File: config.mk
export PLATFORM = sky130hd
export DESIGN_NAME = ddr4_cmd_scheduler
export DESIGN_NICKNAME = d
export VERILOG_FILES = /design/src/rtl/ddr4_cmd_scheduler.sv
export SDC_FILE = /design/constraint.sdc
export NUM_CORES = 1
export LEC_CHECK = 0
export ABC_AREA = 1
export BUFFER_PORTS_ARGS = -buffer_cell sky130_fd_sc_hd__buf_2
export CAP_MARGIN = 25
export CELL_PAD_IN_SITES_DETAIL_PLACEMENT = 0
export CELL_PAD_IN_SITES_GLOBAL_PLACEMENT = 2
export CORE_MARGIN = 3
export CORE_UTILIZATION = 30
export CTS_CLUSTER_DIAMETER = 60
export DETAILED_ROUTE_END_ITERATION = 10
export GPL_TIMING_DRIVEN = 0
export PLACE_DENSITY_LB_ADDON = 0.1
export SETUP_SLACK_MARGIN = 0.3
export SYNTH_ARGS = -nofsm -noshare
export SYNTH_HDL_FRONTEND = slang
export SYNTH_SLANG_ARGS = --single-unit
File: constraint.sdc
create_clock -name clock_t -period 3.3 [get_ports clock_t]
set_input_delay 0.165 -clock clock_t [delete_from_list [all_inputs] [get_ports clock_t]]
set_output_delay 0.165 -clock clock_t [all_outputs]
set_load 0.02 [all_outputs]
File: src/rtl/ddr4_cmd_scheduler.sv
// ddr4_cmd_scheduler
//   Turns one in-order stream of read/write requests into DDR4 ACT/PRE/RD/WR
//   commands. Pages stay open after each access. The block remembers the open
//   row of each of the 16 banks. It holds each command until tRCD, tRP, tRAS,
//   tRRD_S/L and tCCD_S/L are satisfied. At most one command goes out per clock.
//
// Ports
//   clock_t    rising-edge clock
//   reset_n    asynchronous active-low reset
//   req_valid  host request present
//   req_ready  scheduler can take a request (high only while idle)
//   req_write  1 = write, 0 = read
//   req_bg     request bank group
//   req_ba     request bank
//   req_row    request row
//   req_col    request column
//   cmd_valid  a command is issued this cycle
//   cmd_type   0 NOP, 1 ACT, 2 RD, 3 WR, 4 PRE
//   cmd_bg     command bank group
//   cmd_ba     command bank
//   cmd_addr   row for ACT, zero-extended column for RD/WR, 0 otherwise
module ddr4_cmd_scheduler #(
  parameter int BG_W    = 2,
  parameter int BA_W    = 2,
  parameter int ROW_W   = 17,
  parameter int COL_W   = 10,
  parameter int T_RCD   = 16,
  parameter int T_RP    = 16,
  parameter int T_RAS   = 39,
  parameter int T_RRD_S = 4,
  parameter int T_RRD_L = 6,
  parameter int T_CCD_S = 4,
  parameter int T_CCD_L = 6
) (
  input  logic             clock_t,
  input  logic             reset_n,
  input  logic             req_valid,
  output logic             req_ready,
  input  logic             req_write,
  input  logic [BG_W-1:0]  req_bg,
  input  logic [BA_W-1:0]  req_ba,
  input  logic [ROW_W-1:0] req_row,
  input  logic [COL_W-1:0] req_col,
  output logic             cmd_valid,
  output logic [2:0]       cmd_type,
  output logic [BG_W-1:0]  cmd_bg,
  output logic [BA_W-1:0]  cmd_ba,
  output logic [ROW_W-1:0] cmd_addr
);

  localparam int IDX_W     = BG_W + BA_W;
  localparam int NUM_BANKS = 1 << IDX_W;
  localparam int CNT_W     = 8;
  localparam logic [CNT_W-1:0] CNT_MAX = '1;

  typedef enum logic {IDLE, SCHED} state_t;
  typedef enum logic [2:0] {
    CMD_NOP = 3'd0,
    CMD_ACT = 3'd1,
    CMD_RD  = 3'd2,
    CMD_WR  = 3'd3,
    CMD_PRE = 3'd4
  } cmd_t;

  state_t state_q, state_d;
  cmd_t   issue;
  logic [ROW_W-1:0] addr_d;

  logic             lat_write;
  logic [BG_W-1:0]  lat_bg;
  logic [BA_W-1:0]  lat_ba;
  logic [ROW_W-1:0] lat_row;
  logic [COL_W-1:0] lat_col;

  logic [NUM_BANKS-1:0] bank_open;
  logic [ROW_W-1:0]     bank_row  [NUM_BANKS];
  logic [CNT_W-1:0]     since_act [NUM_BANKS];
  logic [CNT_W-1:0]     since_pre [NUM_BANKS];
  logic [CNT_W-1:0]     last_act_cnt, last_cas_cnt;
  logic [BG_W-1:0]      last_act_bg, last_cas_bg;

  logic [IDX_W-1:0] idx;
  logic             accept, row_hit;
  logic             rcd_ok, ras_ok, rp_ok, rrd_ok, ccd_ok;
  logic [CNT_W-1:0] rrd_need, ccd_need;

  // A counter value c means "the last command happened c edges ago",
  // so a constraint T is met for the coming edge once c >= T.
  function automatic logic [CNT_W-1:0] sat_inc(input logic [CNT_W-1:0] v);
    return (v == CNT_MAX) ? v : v + CNT_W'(1);
  endfunction

  assign idx      = {lat_bg, lat_ba};
  assign accept   = req_valid & req_ready;
  assign row_hit  = bank_open[idx] && (bank_row[idx] == lat_row);
  assign rrd_need = (lat_bg == last_act_bg) ? CNT_W'(T_RRD_L) : CNT_W'(T_RRD_S);
  assign ccd_need = (lat_bg == last_cas_bg) ? CNT_W'(T_CCD_L) : CNT_W'(T_CCD_S);
  assign rcd_ok   = since_act[idx] >= CNT_W'(T_RCD);
  assign ras_ok   = since_act[idx] >= CNT_W'(T_RAS);
  assign rp_ok    = since_pre[idx] >= CNT_W'(T_RP);
  assign rrd_ok   = last_act_cnt >= rrd_need;
  assign ccd_ok   = last_cas_cnt >= ccd_need;

  // Next state and command choice for the latched request.
  always_comb begin
    state_d = state_q;
    issue   = CMD_NOP;
    case (state_q)
      IDLE: begin
        if (accept) state_d = SCHED;
      end
      SCHED: begin
        if (bank_open[idx]) begin
          if (row_hit) begin
            if (rcd_ok && ccd_ok) begin
              issue   = lat_write ? CMD_WR : CMD_RD;
              state_d = IDLE;
            end
          end else if (ras_ok) begin
            issue = CMD_PRE;
          end
        end else if (rp_ok && rrd_ok) begin
          issue = CMD_ACT;
        end
      end
      default: state_d = IDLE;
    endcase
  end

  // Address field of the chosen command.
  always_comb begin
    addr_d = '0;
    case (issue)
      CMD_ACT:        addr_d = lat_row;
      CMD_RD, CMD_WR: addr_d = ROW_W'(lat_col);
      default:        addr_d = '0;
    endcase
  end

  // FSM state, the request latch and the registered command outputs.
  always_ff @(posedge clock_t or negedge reset_n) begin
    if (!reset_n) begin
      state_q   <= IDLE;
      req_ready <= 1'b0;
      cmd_valid <= 1'b0;
      cmd_type  <= CMD_NOP;
      cmd_bg    <= '0;
      cmd_ba    <= '0;
      cmd_addr  <= '0;
      lat_write <= 1'b0;
      lat_bg    <= '0;
      lat_ba    <= '0;
      lat_row   <= '0;
      lat_col   <= '0;
    end else begin
      state_q   <= state_d;
      req_ready <= (state_d == IDLE);
      if (accept) begin
        lat_write <= req_write;
        lat_bg    <= req_bg;
        lat_ba    <= req_ba;
        lat_row   <= req_row;
        lat_col   <= req_col;
      end
      cmd_valid <= (issue != CMD_NOP);
      cmd_type  <= issue;
      cmd_bg    <= (issue != CMD_NOP) ? lat_bg : '0;
      cmd_ba    <= (issue != CMD_NOP) ? lat_ba : '0;
      cmd_addr  <= addr_d;
    end
  end

  // Per-bank open-row tracking and timing counters. Reset leaves every
  // counter saturated, so no constraint holds off the first commands.
  always_ff @(posedge clock_t or negedge reset_n) begin
    if (!reset_n) begin
      for (int i = 0; i < NUM_BANKS; i++) begin
        bank_open[i] <= 1'b0;
        bank_row[i]  <= '0;
        since_act[i] <= CNT_MAX;
        since_pre[i] <= CNT_MAX;
      end
      last_act_cnt <= CNT_MAX;
      last_cas_cnt <= CNT_MAX;
      last_act_bg  <= '0;
      last_cas_bg  <= '0;
    end else begin
      for (int i = 0; i < NUM_BANKS; i++) begin
        since_act[i] <= sat_inc(since_act[i]);
        since_pre[i] <= sat_inc(since_pre[i]);
        if (IDX_W'(i) == idx) begin
          if (issue == CMD_ACT) begin
            bank_open[i] <= 1'b1;
            bank_row[i]  <= lat_row;
            since_act[i] <= CNT_W'(1);
          end else if (issue == CMD_PRE) begin
            bank_open[i] <= 1'b0;
            since_pre[i] <= CNT_W'(1);
          end
        end
      end
      last_act_cnt <= sat_inc(last_act_cnt);
      last_cas_cnt <= sat_inc(last_cas_cnt);
      if (issue == CMD_ACT) begin
        last_act_cnt <= CNT_W'(1);
        last_act_bg  <= lat_bg;
      end
      if (issue == CMD_RD || issue == CMD_WR) begin
        last_cas_cnt <= CNT_W'(1);
        last_cas_bg  <= lat_bg;
      end
    end
  end

endmodule

Word-level counts from Yosys, hierarchy flattened
Index checks and enable logic that the tools add are counted.
{ "word_totals": {"word_cells": 369, "register_bits": 623, "inputBits": 35, "out_inout_bits": 26} }
{ "classes": {"mux": 146, "n_bitwise": 4, "n_reduce_logical": 40, "n_eq_ne": 58, "order_cmp": 7, "add_sub_neg": 34} }
{ "ops": {"columns": ["operator", "n"], "rows": [
  ["$mux W8", 120],
  ["$add A8 B1 Y8 const B", 34],
  ["$eq A8 B8 Y1 const B", 34],
  ["$bmux W17 S4", 1],
  ["$bmux W8 S4", 2],
  ["$reduce_and A2 Y1", 32],
  ["$mux W17", 2],
  ["$pmux W17 S2", 1],
  ["$eq A4 B4 Y1 const A", 8],
  ["$eq A17 B17 Y1", 1],
  ["$eq A3 B4 Y1 const A", 4],
  ["$ge A8 B3 Y1", 2],
  ["$ge A8 B5 Y1 const B", 2],
  ["$mux W3", 4],
  ["$mux W2", 5],
  ["$mux W1", 9],
  ["$eq A2 B4 Y1 const A", 2],
  ["$ge A8 B6 Y1 const B", 1],
  ["$eq A3 B2 Y1 const B", 2],
  ["$ge A5 B5 Y1 const B", 1],
  ["$lt A4 B5 Y1 const B", 1],
  ["$not A4 Y5", 1],
  ["$bmux W1 S4", 1],
  ["$eq A1 B4 Y1 const A", 1],
  ["14 further kinds", 18]
]} }

Longest topological paths before layout
{ "logic_depth": {"ltp_word": 14, "depth_mapped": 25, "ltp_nobuf": 19} }

Worst setup path after synthesis
Ideal clock, no wire load.
{ "synth_timing": {"path_type": "flip-flop to flip-flop", "start": "register lat_ba[0]", "end": "register bank_row[106] (netlist bit)", "period_less_slack_ps": 2691, "stages_incl_launch_ff": 23, "t_required_ps": 3183, "setup_slack_ps": 609, "setup_time_ps": 117, "t_arrival_ps": 2574, "cell_sequence": "dfrtp_1 buf_4 nand2_2 inv_2 buf_4 buf_4 nand2_1 nand3_1 nand2_1 nand2_1 o21bai_2 nand2_1 nor2_1 nand2_1 nor2_1 nand3_1 o21bai_1 buf_4 buf_4 nand4_2 buf_2 nand2_1 nand2_1"} }
{ "synth_via": {"elab_chain_len": 12, "elab_cells_between_ends": 28} }
{ "synth_rtl": {"columns": ["element", "line", "text"], "rows": [
  ["start, declared", "71", "logic [BA_W-1:0] lat_ba;"],
  ["start signal, assigned", "161", "lat_ba <= req_ba;"],
  ["$not A4 Y5 (implied by the code)", null, null],
  ["$bmux W8 S4", "98, 99", null],
  ["$mux W8 (implied by the code) (2 in a row)", "98, 99", null],
  ["$ge A8 B5 Y1", "98", "assign rcd_ok = since_act[idx] >= CNT_W'(T_RCD);"],
  ["$logic_and A1 B1 Y1", "115", "if (rcd_ok && ccd_ok) begin"],
  ["$mux W2", "115", null],
  ["$mux W3", "114", "if (row_hit) begin"],
  ["$mux W3", "113", "if (bank_open[idx]) begin"],
  ["$mux W3", "108", "case (state_q)"],
  ["$eq A3 B1 Y1", "192", "if (issue == CMD_ACT) begin"],
  ["$reduce_and A2 Y1 (no line) (*)", null, null],
  ["end signal, assigned by index", "194", "bank_row[i] <= lat_row;"],
  ["end, declared", "76", "logic [ROW_W-1:0] bank_row [NUM_BANKS];"]
]} }
Mark *: on every way between the ends. The rest lies on a longest branch, timed or not. The select of a mux whose other input is x is not followed.
A chain may end at the register's enable or synchronous reset.

Worst setup path after layout
{ "layout_timing": {"start": "register lat_ba[1]", "end": "register bank_row[180] (netlist bit)"} }
Same word-level chain as after synthesis.

==> summary.txt <==
Logic synthesis
  – Async SR Flop Fraction: 100.0%
  – Synth Register Bits: between 600 and 700
  – Number of enable flip-flop cells after synthesis: 0
  – Yosys warns: 0
  – Synth Flop Type: dfrtp_1
  – Mean Syn Cell Area: 7.483 um^2
  – Distinct cell type count after synthesis: 50
  – Syn Nets: approximately 4500
  – Cells after Synth: 4415
  – Synth Cell Area: ~0.033 mm^2
  – Sequential fraction of the synthesis area: 48.22%

Pwr
  – Clock network fraction of design power: around a quarter
  – Pwr dens: 935.6 mW/mm^2
  – Pleak: 22.60 nW
  – Max VDD drop: roughly 0.48 mV
  – Sw Share: 40.25%
  – Net Sw Power: ~16 mW
  – Sequential Power Share: about 32%
  – Comb pwr share: about two fifths
  – P_int: 23.89 mW

Die
  – Row count: roughly 120
  – Initial Util: 30.31%
  – Die Span X: around 340 um
  – Ports: 61
  – Die H: about 340 um
  – Core Area: 0.1090 mm^2
  – Die ar.: 0.1141 mm^2

CTS
  – Num Clock Sinks: a little over 600
  – CTS max path bufs: 3
  – CTS Root Cell: clkbuf_16
  – Reg clk slew, reported paths: roughly 0.06 ns
  – Clk_lat worst skew: approximately 0.67 ns
  – CTS tree: yes
  – # H-tree levels: 3
  – CTS Buf Count: 94

GRT
  – GRT Util Overall: 22.61%
  – Total grt overflow: 0
  – Number of global-route vias before repair: approximately 29000
  – Largest net degree at the start of global routing: roughly 110
  – First-pass GRT wire length: 190.1 mm
  – Initial antenna violation count: 2

Finish
  – Fillers: roughly 11000
  – Final Instance Area: around 0.043 mm^2
  – Layout Cells excl Fill: about 6300
  – Share of cells above drive strength 1: 20.41%
  – Nets: 4844
  – Synth-to-Final Area Change: 29.36%

Min path
  – Worst Min Path Start: req_valid
  – Hold depth: 3
  – WHS Endpoint: lat_col[2]$_DFFE_PN0P_
  – Min-Delay Path Class: input pin to flip-flop

Worst setup path
  – Critical Path AT: between 4 and 5 ns
  – FF-to-FF setup slack: -0.33 ns
  – Setup CP Type: flip-flop to flip-flop
  – Startpoint types: flip-flop
  – Setup crit start: lat_ba[1]$_DFFE_PN0P_
  – Worst endpoint required time: 3.90 ns
  – R2R depth: 25
  – Reg2reg start: lat_ba[1]$_DFFE_PN0P_
  – CP Capture Type: flip-flop
  – Crit-path max FO: 9
  – Worst r2r dst: bank_row[180]$_DFFE_PN0P_

Drt
  – DR DRC count: 0
  – Routed vias: 28990
  – Total routed wirelength: 128.2 mm
  – ANT nets after route: 0
  – Vias/cell: 4.626
  – Iteration-0 DRC Markers: between 2000 and 2500
  – Routed len/inst: 20.45 um
  – DRT Pass-1 Iters: 5

STA
  – Setup TNS: -92.04 ns
  – Final hold vios: 0
  – Clock skew: 0.03027 ns
  – Final setup viols: 545
  – Worst slew pin tran: 1.027 ns
  – Max-slew violations: 0
  – Period minus WS final: 3.628 ns
  – Fmax: 275.7 MHz
  – RSZ-0062 raised after global routing: true
  – Slew headroom: 31.31%
  – Period Utilization, post-route: 109.9%
  – Setup slack after layout: -0.3276 ns

Placed design
  – PortBufs: 60
  – DP Cell Count: 5898
  – Placed cell area: ~0.035 mm^2
  – Final HPWL DP: between 80 and 90 mm
  – Final Wtd Congestion: between 0.8 and 0.9

Status
  – Violations in the final reports: setup timing
  – Outcome: finished, violations left

Flow run
  – Max_cap viols: 0
-- layer usage --
layer  GRT usage [%]  vias to the layer above  wire length, um
met1           33.23                    13890            63250
met3           4.173                      180             6468
met2           34.26                      574            55370
met4           5.434                        0             3083
li1                -                    14340                -
met5               0                        -                0
-- cell families (layout without fill, tap and decap cells) --
family | after synthesis | in the layout | synth area share, %
buf+inv | 764 | 1195 | 9.480
other cells | 0 | 2 | 0
compound gates | 324 | 324 | 5.768
simple gates | 2533 | 2538 | 31.44
xor+xnor | 115 | 115 | 3.049
flops | 623 | 623 | 48.22
fa+ha+maj | 36 | 36 | 1.363
mux | 20 | 20 | 0.6780
-- worst max-delay path: stages (launching register included) --
cell and delay (ns):
dfrtp_2 0.46, buf_12 0.18, inv_12 0.08, nor2_4 0.05, buf_4 0.13, buf_12 0.14
buf_12 0.12, nand2_1 0.05, nand3_1 0.08, nand2_2 0.13, nand4_1 0.22, nand2_1 0.16
nand2_1 0.06, nor2_1 0.10, nand2_1 0.06, nor2_2 0.15, nand3_4 0.12, o21bai_4 0.15
buf_8 0.12, nand3_4 0.10, buf_12 0.17, buf_16 0.16, nor2_8 0.22, clkbuf_16 0.18
nand2_1 0.04, nand2_1 0.07
-- per-stage QoR --
stage	power [mW]	util, %	hold WS, ns	worst slack, ns
after global placement	26.10	32.21	0.3976	-12.56
final	39.98	39.20	0.1665	-0.3276
after floorplan	21.43	-	-0.1306	0.6090
after detailed placement	26.17	32.40	0.1174	-2.171
after global routing	42.73	39.20	0.1911	-0.4671
after CTS	39.92	38.79	0.1464	-0.2478
-- worst max path at each step --
| stage | endpoint | depth (start not counted) |
|---|---|---|
| 3_5_place_dp | since_pre[123]$_DFF_PN1_ | 19 |
| 2_1_floorplan | bank_row[106]$_DFFE_PN0P_ | 22 |
| 5_1_grt | bank_row[180]$_DFFE_PN0P_ | 26 |
| 6_report | bank_row[180]$_DFFE_PN0P_ | 25 |
| 4_1_cts | bank_row[261]$_DFFE_PN0P_ | 20 |
| 3_3_place_gp | cmd_valid$_DFF_PN0_ | 1 |
-- final cells by class --
| class | count | area, um^2 | share of cell area [%] |
|---|---|---|---|
| Sequential cell | 623 | 15930 | 37.28 |
| Multi-Input combinational cell | 3033 | 14870 | 34.79 |
| Clock buffer | 129 | 2759 | 6.456 |
| Timing Repair Buffer | 257 | 2610 | 6.107 |
| Inverter | 602 | 2306 | 5.396 |
| Buffer | 162 | 1924 | 4.503 |
| Tap cell | 1414 | 1769 | 4.140 |
| Clock inverter | 45 | 561.8 | 1.315 |
| Antenna cell | 2 | 5.005 | 0.01171 |
-- cells in the mapped netlist (all sizes together), types with 2 or more instances --
library cell	instances	area [um^2]
and2	3	18.77
nor3	78	390.4
nand3b	7	52.55
mux2	19	214.0
ha	36	450.4
a21o	3	22.52
o41ai	5	43.79
a22oi	9	67.56
xor2	97	849.6
or2	4	25.02
o21bai	10	78.82
a31oi	26	162.7
dfrtp	351	8783
o22ai	44	275.3
a221oi	2	17.52
nand3	102	523.0
a211oi	2	15.01
nand2	1937	7278
nor4	54	337.8
dfstp	272	7147
xnor2	18	157.7
nand4	42	337.8
nor2	305	1415
a21oi	69	345.3
buf	127	735.7
o21ai	113	565.6
inv	602	2265
o21a	5	37.54
o31ai	8	60.06
o211ai	25	187.7
clkbuf	35	131.4
-- registers in the layout (all words and copies together), names as in the netlist --
signal,count
bank_row,272
since_act,128
since_pre,128
cmd_addr,17
lat_row,17
bank_open,16
lat_col,10
last_act_cnt,8
last_cas_cnt,8
cmd_type,3
cmd_ba,2
cmd_bg,2
last_act_bg,2
last_cas_bg,2
lat_ba,2
lat_bg,2
cmd_valid,1
lat_write,1
req_ready,1
state_q,1
-- power by group through the flow --
stage	registers, mW	logic (mW)	clock network, mW
6_report	12.9	16.4	10.7
3_3_place_gp	13.0	13.1	0
2_1_floorplan	12.6	8.81	0
3_5_place_dp	12.9	13.2	0
4_1_cts	12.9	16.1	11.0
5_1_grt	13.3	18.2	11.3
-- timing repair --
item | 4_1_cts | 5_1_grt
hold endpoints to repair | 265 | 0
setup endpoints to repair | 591 | 591
hold buffers | 35 | 0
pin swaps | 68 | 24
gates resized for setup | 505 | 63
gates cloned | 17 | 3
setup buffers | 119 | 17
-- cells in the final DEF, fill, tap and decap left out, types with 21 or more instances in the layout --
| master | instances |
|---|---|
| nand2_1 | 1860 |
| inv_1 | 592 |
| dfrtp_1 | 350 |
| dfstp_2 | 272 |
| nor2_1 | 267 |
| buf_4 | 120 |
| clkbuf_16 | 105 |
| xor2_1 | 97 |
| nand3_1 | 92 |
| o21ai_0 | 79 |
| nor3_1 | 78 |
| buf_2 | 73 |
| a21oi_1 | 66 |
| buf_12 | 54 |
| nor4_1 | 54 |
| nand2_2 | 53 |
| buf_6 | 44 |
| o22ai_1 | 38 |
| clkbuf_1 | 38 |
| ha_1 | 36 |
| dlygate4sd3_1 | 35 |
| nand4_1 | 30 |
| a31oi_1 | 26 |
| o211ai_1 | 25 |
| buf_8 | 25 |
| o21ai_1 | 21 |
| clkbuf_8 | 21 |
(Power assumes the default switching activity.)
